<file path="src/rtl/paint_write_queue_if.sv">
// Pixel-write / memory-write bus between the board painter, the write queue
// and the video-memory port.
//
// Handshake: the painter presents {pix_address, pix_color} together with
// pix_print_enable; the queue captures one entry on each rising edge of
// pix_print_enable. On the memory side, mem_ready=1 means the port takes a write
// this cycle. mem_write is a single-cycle strobe qualifying mem_address and
// mem_color. frame_flushed is level-held until frame_done falls.
`ifndef MEMORY_SIZE_BITS
`define MEMORY_SIZE_BITS 16
`endif

interface paint_write_queue_if #(
  parameter int DEPTH   = 16,
  parameter int ADDR_W  = `MEMORY_SIZE_BITS,
  parameter int COLOR_W = 3
);
  localparam int LVL_W = $clog2(DEPTH) + 1;

  logic [ADDR_W-1:0]  pix_address;
  logic [COLOR_W-1:0] pix_color;
  logic               pix_print_enable;
  logic               frame_done;
  logic               mem_ready;
  logic [ADDR_W-1:0]  mem_address;
  logic [COLOR_W-1:0] mem_color;
  logic               mem_write;
  logic               frame_flushed;
  logic               overflow;
  logic [LVL_W-1:0]   level;
  logic               frame_state;  // debug view of the frame handshake FSM

  modport master (
    output pix_address, pix_color, pix_print_enable, frame_done, mem_ready,
    input  mem_address, mem_color, mem_write, frame_flushed, overflow, level,
    input  frame_state
  );

  modport slave (
    input  pix_address, pix_color, pix_print_enable, frame_done, mem_ready,
    output mem_address, mem_color, mem_write, frame_flushed, overflow, level,
    output frame_state
  );
endinterface

</file>
<file path="src/rtl/paint_write_queue.sv">
// Write queue between the board painter and the video-memory write port.
// Each painter enable episode becomes one queued entry; entries drain as
// single-cycle memory writes whenever the port is ready. A two-state FSM
// reports when the painter's frame is done and everything has been written.
`ifndef MEMORY_SIZE_BITS
`define MEMORY_SIZE_BITS 16
`endif

module paint_write_queue #(
  parameter int DEPTH   = 16,
  parameter int ADDR_W  = `MEMORY_SIZE_BITS,
  parameter int COLOR_W = 3
) (
  input  logic               Clck,
  input  logic               Reset,
  paint_write_queue_if.slave bus
);
  localparam int PTR_W = $clog2(DEPTH);
  localparam int LVL_W = $clog2(DEPTH) + 1;
  localparam int ENT_W = ADDR_W + COLOR_W;
  localparam logic [LVL_W-1:0] FULL = LVL_W'(DEPTH);

  typedef enum logic {
    ST_IDLE    = 1'b0,
    ST_FLUSHED = 1'b1
  } state_t;

  state_t             state;
  logic [ENT_W-1:0]   store [DEPTH];
  logic [PTR_W-1:0]   rd_ptr;
  logic [PTR_W-1:0]   wr_ptr;
  logic [LVL_W-1:0]   level;
  logic               pe_prev;
  logic               push;
  logic               pop;
  logic               accept;
  logic               mem_write_q;
  logic               flushed_q;
  logic               overflow_q;
  logic [ADDR_W-1:0]  addr_q;
  logic [COLOR_W-1:0] color_q;

  // One push per enable episode, however long the painter holds enable.
  assign push   = bus.pix_print_enable & ~pe_prev;
  assign pop    = (level != '0) & bus.mem_ready;
  // A full queue still accepts when the same edge frees a slot.
  assign accept = push & ((level != FULL) | pop);

  // Edge detector, pointers, occupancy and the sticky drop flag.
  always_ff @(posedge Clck) begin
    if (!Reset) begin
      pe_prev    <= 1'b0;
      rd_ptr     <= '0;
      wr_ptr     <= '0;
      level      <= '0;
      overflow_q <= 1'b0;
    end else begin
      pe_prev <= bus.pix_print_enable;
      if (accept) wr_ptr <= wr_ptr + PTR_W'(1);
      if (pop)    rd_ptr <= rd_ptr + PTR_W'(1);
      case ({accept, pop})
        2'b10:   level <= level + LVL_W'(1);
        2'b01:   level <= level - LVL_W'(1);
        default: level <= level;
      endcase
      if (push && !accept) overflow_q <= 1'b1;
    end
  end

  // Entry storage; contents are don't-care until written, so no reset.
  always_ff @(posedge Clck) begin
    if (accept) store[wr_ptr] <= {bus.pix_address, bus.pix_color};
  end

  // Registered memory-side outputs: one strobe per popped entry.
  always_ff @(posedge Clck) begin
    if (!Reset) begin
      mem_write_q <= 1'b0;
      addr_q      <= '0;
      color_q     <= '0;
    end else if (pop) begin
      mem_write_q <= 1'b1;
      {addr_q, color_q} <= store[rd_ptr];
    end else begin
      mem_write_q <= 1'b0;
    end
  end

  // Frame handshake: flushed only once nothing is queued, arriving or in flight.
  always_ff @(posedge Clck) begin
    if (!Reset) begin
      state     <= ST_IDLE;
      flushed_q <= 1'b0;
    end else begin
      case (state)
        ST_IDLE: begin
          if (bus.frame_done && (level == '0) && !push && !mem_write_q) begin
            state     <= ST_FLUSHED;
            flushed_q <= 1'b1;
          end
        end
        ST_FLUSHED: begin
          if (!bus.frame_done) begin
            state     <= ST_IDLE;
            flushed_q <= 1'b0;
          end
        end
        default: begin
          state     <= ST_IDLE;
          flushed_q <= 1'b0;
        end
      endcase
    end
  end

  assign bus.mem_address   = addr_q;
  assign bus.mem_color     = color_q;
  assign bus.mem_write     = mem_write_q;
  assign bus.frame_flushed = flushed_q;
  assign bus.overflow      = overflow_q;
  assign bus.level         = level;
  assign bus.frame_state   = state;
endmodule

</file>
<file path="src/flat_wrapper.sv">
// flat-port wrapper written by rule: the top's interface ports become plain ports
module paint_write_queue_flat 
#(
  parameter int DEPTH   = 16,
  parameter int ADDR_W  = `MEMORY_SIZE_BITS,
  parameter int COLOR_W = 3
)
  (Clck, Reset, bus_pix_address, bus_pix_color, bus_pix_print_enable, bus_frame_done, bus_mem_ready, bus_mem_address, bus_mem_color, bus_mem_write, bus_frame_flushed, bus_overflow, bus_level, bus_frame_state);
  paint_write_queue_if #(.DEPTH(DEPTH), .ADDR_W(ADDR_W), .COLOR_W(COLOR_W)) bus_i ();
  input  logic Clck;
  input  logic Reset;
  input wire logic [$bits(bus_i.pix_address)-1:0] bus_pix_address;
  input wire logic [$bits(bus_i.pix_color)-1:0] bus_pix_color;
  input wire logic [$bits(bus_i.pix_print_enable)-1:0] bus_pix_print_enable;
  input wire logic [$bits(bus_i.frame_done)-1:0] bus_frame_done;
  input wire logic [$bits(bus_i.mem_ready)-1:0] bus_mem_ready;
  output wire logic [$bits(bus_i.mem_address)-1:0] bus_mem_address;
  output wire logic [$bits(bus_i.mem_color)-1:0] bus_mem_color;
  output wire logic [$bits(bus_i.mem_write)-1:0] bus_mem_write;
  output wire logic [$bits(bus_i.frame_flushed)-1:0] bus_frame_flushed;
  output wire logic [$bits(bus_i.overflow)-1:0] bus_overflow;
  output wire logic [$bits(bus_i.level)-1:0] bus_level;
  output wire logic [$bits(bus_i.frame_state)-1:0] bus_frame_state;
  assign bus_i.pix_address = bus_pix_address;
  assign bus_i.pix_color = bus_pix_color;
  assign bus_i.pix_print_enable = bus_pix_print_enable;
  assign bus_i.frame_done = bus_frame_done;
  assign bus_i.mem_ready = bus_mem_ready;
  assign bus_mem_address = bus_i.mem_address;
  assign bus_mem_color = bus_i.mem_color;
  assign bus_mem_write = bus_i.mem_write;
  assign bus_frame_flushed = bus_i.frame_flushed;
  assign bus_overflow = bus_i.overflow;
  assign bus_level = bus_i.level;
  assign bus_frame_state = bus_i.frame_state;
  paint_write_queue #(.DEPTH(DEPTH), .ADDR_W(ADDR_W), .COLOR_W(COLOR_W)) u_core (.Clck(Clck), .Reset(Reset), .bus(bus_i));
endmodule
</file>
<file path="config.mk">
export PLATFORM = sky130hd
export DESIGN_NAME = paint_write_queue_flat
export DESIGN_NICKNAME = d
export VERILOG_FILES = /design/src/rtl/paint_write_queue_if.sv /design/src/rtl/paint_write_queue.sv /design/src/flat_wrapper.sv
export SDC_FILE = /design/constraint.sdc
export NUM_CORES = 1
export LEC_CHECK = 0
export CAP_MARGIN = 20
export CORE_UTILIZATION = 50
export CTS_CLUSTER_DIAMETER = 80
export DETAILED_ROUTE_END_ITERATION = 8
export HOLD_SLACK_MARGIN = 0.06
export MAX_ROUTING_LAYER = met4
export PLACE_DENSITY = 0.68
export REMOVE_ABC_BUFFERS = 1
export SYNTH_ARGS = -nofsm -noshare
export SYNTH_HDL_FRONTEND = slang
export SYNTH_SLANG_ARGS = --single-unit
export TNS_END_PERCENT = 100
</file>
<file path="constraint.sdc">
create_clock -name Clck -period 4.38 [get_ports Clck]
set_clock_uncertainty 0.2 [all_clocks]
set_input_delay 1.095 -clock Clck [delete_from_list [all_inputs] [get_ports Clck]]
set_output_delay 1.095 -clock Clck [all_outputs]
set_load 0.05 [all_outputs]
</file>
Word level (Yosys, flattened, before mapping)
Memories as Yosys holds them, arrays and structs flattened. A register that Yosys moved wholly into a read port is not among the register bits.
Cells that the tools add are included.
- memories kept: 1
- RAM bits: 304
- register bits after elaboration: 18
- bits of input ports: 24
- equality and inequality tests: 5
- bitwise logic cells: 6
- add/subtract/negate cells: 4
- reductions and logical operators: 12
- multiplexer cells: 10
- memory list (memory ; words ; bits a word ; rd ports ; clocked after Yosys merged registers in ; wr ports ; line ; RTL):
    u_core.store ; 16 ; 19 ; 1 ; 1 ; 1 ; paint_write_queue.sv:29 ; logic [ENT_W-1:0] store [DEPTH];
- operator list (cell ; count):
    one-hot mux 5 bit (2 select lines) ; 1
    adder 4 x 1 -> 4 bit, second input constant ; 2
    2-to-1 mux 1 bit ; 7
    adder 5 x 1 -> 5 bit, second input constant ; 1
    zero test 5 bit ; 1
    inequality test 5 bit, second input constant ; 1
    nonzero test 5 bit ; 1
    subtractor 5 x 1 -> 5 bit, second input constant ; 1
    logical AND 1 bit ; 4
    zero test 1 bit ; 4
    one-hot mux 1 bit (2 select lines) ; 2
    bitwise AND 1 bit ; 3
    equality test 2 x 1 -> 1 bit, second input constant ; 1
    equality test 2 bit, second input constant ; 1
    inequality test 2 x 1 -> 1 bit, second input constant ; 1
    inequality test 2 bit, second input constant ; 1
    inverter 1 bit ; 2
    AND reduction 2 bit ; 1
    nonzero test 2 bit ; 1
    bitwise OR 1 bit ; 1

Logic depth before layout (Yosys ltp)
- depth in word-level cells: 7
- depth in mapped cells: 7
- mapped depth without buffers: 7

Worst setup path before layout
OpenSTA, ideal clock, no wires.
- kind: in2reg
- from: input bus_pix_print_enable
- to: memory u_core.store[0][0] in the netlist's numbering, enable pin
- buffers on the path: 1
- stages: 5
- arrival: 3.096 ns
- path slack: 0.666 ns
- setup time: 0.419 ns
- path through: nor2b_1 > o21a_1 > buf_6 > nand2_1 > nor3_1
- word-level cells in the longest chain between the ends: 4
- RTL lines (what ; line ; RTL):
    start: declaration ; flat_wrapper.sv:14 ; input wire logic [$bits(bus_i.pix_print_enable)-1:0] bus_pix_print_enable;
    bitwise AND 1 bit ; paint_write_queue.sv:44 ; assign push = bus.pix_print_enable & ~pe_prev;
    bitwise AND 1 bit ; paint_write_queue.sv:47 ; assign accept = push & ((level != FULL) | pop);
    2-to-1 mux 1 bit ; paint_write_queue.sv:72 ; if (accept) store[wr_ptr] <= {bus.pix_address, bus.pix_color};
    2-to-1 mux 1 bit (implied by the code) ; paint_write_queue.sv:72 ;
    end: declaration ; paint_write_queue.sv:29 ;
No other way between the ends.

Worst setup path after layout
- from: register u_core.level[4] (netlist: u_core.bus.level[4])
- to: output bus_level[4]
- RTL lines (what ; line ; RTL):
    start: declaration ; paint_write_queue.sv:32 ; logic [LVL_W-1:0] level;
    start signal: assignment ; paint_write_queue.sv:62 ; 2'b10: level <= level + LVL_W'(1);
    start signal: assignment ; paint_write_queue.sv:63 ; 2'b01: level <= level - LVL_W'(1);
    start signal: assignment ; paint_write_queue.sv:64 ; default: level <= level;
    end: declaration ; flat_wrapper.sv:22 ; output wire logic [$bits(bus_i.level)-1:0] bus_level;
No word-level cell between the ends.

==> reports/summary.txt <==
CP Data Arrival Time: 1890 ps
Synth Register Bits: 341
post-synthesis cell type count: 38
Seq pwr share: 47.4%
hpwl dp: 17730 microns
average cell area after synthesis: 16.72 sq um
Post-layout nets: 891
WL/cell: 23.02 microns
Int Pwr: 5.835 mW
number of global-route vias before repair: 7168
GRT Util Overall: 22.21%
Seq/Total Area, Yosys: 75.29%
Initial Util: 51.46%
Hold Vio Cnt, Final: 0
largest net degree at the start of global routing: 53
vias post-DR: 7038
num rows: 58
Via density: 5.802
final setup fails: 0
synthesized area: 13110 sq um
core area: 25470 sq um
Worst Path Required: 3080 ps
final WL: 27930 microns
post-layout min period: 3184 ps
Worst-path clk slew: 60 ps
CTS root buffer: clkbuf_16
Post-Route Utilization: 59.81%
Fillers: 1841
crit path launch type: register
CP delay by family, top: buffers and inverters
asr flop ratio synth: 0%
post-route ant nets: 0
die height: 163.9 microns
final slew viol count: 0
Synth top area share: 69.64%
number of max-cap violations: 0
DR DRC count: 0
Max-slew headroom: 30.90%
clock network fraction of total power: 34.4%
area grow syn2layout: 16.23%
most frequent cell after synthesis: edfxtp_1
Post-Layout Cell Count: 1213
final cell area excluding filler cells: 15240 sq um
run status: finished, final reports clean
Crit Path Category: register to primary output
Cells after DPL: 1151
die area: 26870 sq um
first-pass GRT wire length: 42240 microns
crit-path max FO: 9
Commonest cells post-synth: edfxtp_1 (304), mux2i_1 (158), o22ai_1 (76)
final worst-path cycle share: 72.68%
CTS Buf Count: 35
number of inserted diodes: 0
Top FF cell, synth: edfxtp_1
H-tree Lvls: 2
Sw Ratio: 27.72%
Crit-path slowest cell: clkdlybuf4s50_1
crit path capture type: primary output
Cells after Synth: 784
Max clock buf depth: 3
clk sinks: 341
Synth warnings: 0
Post-synth EDFFs: 304
Iter 0 DRT Violations: 674
Fmax: 314.1 MHz
max incr delay on CP: 870 ps
Max VDD drop: 466.8 uV
Die X: 163.9 microns
top cells by area, synth: edfxtp_1 (70%), mux2i_1 (12%), dfxtp_1 (5.7%), o22ai_1 (3.6%), nor4_1 (1.0%)
initial antenna violation count: 0
unrepaired setup endpoints after global routing: no
CTS tree: yes
routability cong.: 0.8827
Ports: 52
PwrDens: 529.8 nW/um^2
Post-CTS Hold Buffers: 0
post_cts resized: 0
Worst Tran Pin Value: 1033 ps
placed cell area: 14150 sq um
Combinational Power Share: 18.2%
layout cells sized above 1: 11.33%
port buffer count: 51
dominant cell type by area after synthesis: edfxtp_1
grt ovf: 0
critical path buffer and inverter count: 1
worst path cell trace: clkdlybuf4s50_1
Leakage Power: 4.715 nW
switching component of the power: 2.237 mW
Clock Latency Late Sink: 510 ps
Hold Crit Class: register to register
drt pass-1 iters: 5
Post-CTS Setup Inserts: 0
cell type report:
class	instances	area (sq um)	area share, %
Inverter	6	22.52	0.1478
Sequential cell	341	9873	64.80
Timing Repair Buffer	81	760.7	4.993
Clock inverter	12	78.83	0.5174
Tap cell	330	412.9	2.710
Clock buffer	50	1005	6.594
Multi-Input combinational cell	393	3083	20.23
kinds of logic after synthesis:
group                    synth area share (%)
AND/OR/NAND/NOR                         3.293
buffers and inverters                   1.661
XOR/XNOR                               0.4010
adder cells (fa/ha/maj)                0.9163
AO/OA/AOI/OAI                           6.376
multiplexers                            12.06
flip-flops                              75.29
worst min-delay path: stages, from the launching register on:
cell     delay (ps)
dfxtp_1         310
o21ai_0          60
a21oi_1          60
power groups by stage:
stage	Combinational (mW)	Sequential [mW]	Clock, mW
floorplan	0.565	4.24	0
CTS	1.48	3.82	2.83
global route	1.58	3.84	2.95
finish	1.47	3.82	2.78
global placement	1.44	3.88	0
detailed placement	1.47	3.89	0
metrics by stage:
step	TNS, ps	setup WS, ps	hold slack, ps	power (mW)
after detailed placement	0	700.9	277.0	5.362
after CTS	0	1176	287.0	8.131
after global placement	0	817.6	274.3	5.326
final	0	1196	280.3	8.072
after floorplan	-41790	-2033	328.1	4.802
after global routing	0	955.6	317.1	8.376
sequential cells by signal (all words and copies together) (netlist names), 3 cells and up:
register	cells
u_core.bus.mem_color	3
u_core.wr_ptr	4
u_core.store	304
u_core.rd_ptr	4
u_core.bus.mem_address	16
u_core.bus.level	5
cell usage in the layout (no fill, tap or decap), types with 4 or more instances in the layout:
| cell type | count |
|---|---|
| clkdlybuf4s50_1 | 51 |
| nor4_1 | 21 |
| clkbuf_16 | 37 |
| a21oi_1 | 23 |
| mux2i_1 | 158 |
| o21ai_0 | 22 |
| ha_1 | 8 |
| clkinv_2 | 5 |
| nand3_1 | 6 |
| clkbuf_1 | 10 |
| clkinv_1 | 5 |
| nor3_2 | 4 |
| o22ai_1 | 76 |
| nor2_2 | 12 |
| dfxtp_1 | 36 |
| edfxtp_1 | 304 |
| nor2_1 | 10 |
| inv_1 | 6 |
| nand2_1 | 13 |
| buf_4 | 28 |
| nand2b_1 | 4 |
worst paths after layout:
path,start,end,slack [ps],cells past startpoint
worst min-delay path,u_core.bus.frame_flushed$_SDFFE_PN0P_,u_core.bus.frame_flushed$_SDFFE_PN0P_,280,2
worst min register to register,u_core.bus.frame_flushed$_SDFFE_PN0P_,u_core.bus.frame_flushed$_SDFFE_PN0P_,280,2
worst max-delay path,u_core.bus.level[4]$_SDFFE_PN0P_,bus_level[4],1200,1
worst max register to register,u_core.bus.level[0]$_SDFFE_PN0P_,u_core.bus.level[4]$_SDFFE_PN0P_,1220,8
routing by layer:
| layer | global-route usage (%) | wire length [microns] | part of all wire (%) | vias to the layer above |
|---|---|---|---|---|
| li1 | - | - | - | 3268 |
| met1 | 27.89 | 11630 | 42 | 3498 |
| met2 | 36.56 | 14070 | 50 | 214 |
| met3 | 3.056 | 1275 | 4.6 | 58 |
| met4 | 9.049 | 956 | 3.4 | 0 |
| met5 | - | 0 | 0 | - |
(Power assumes the default switching activity.)
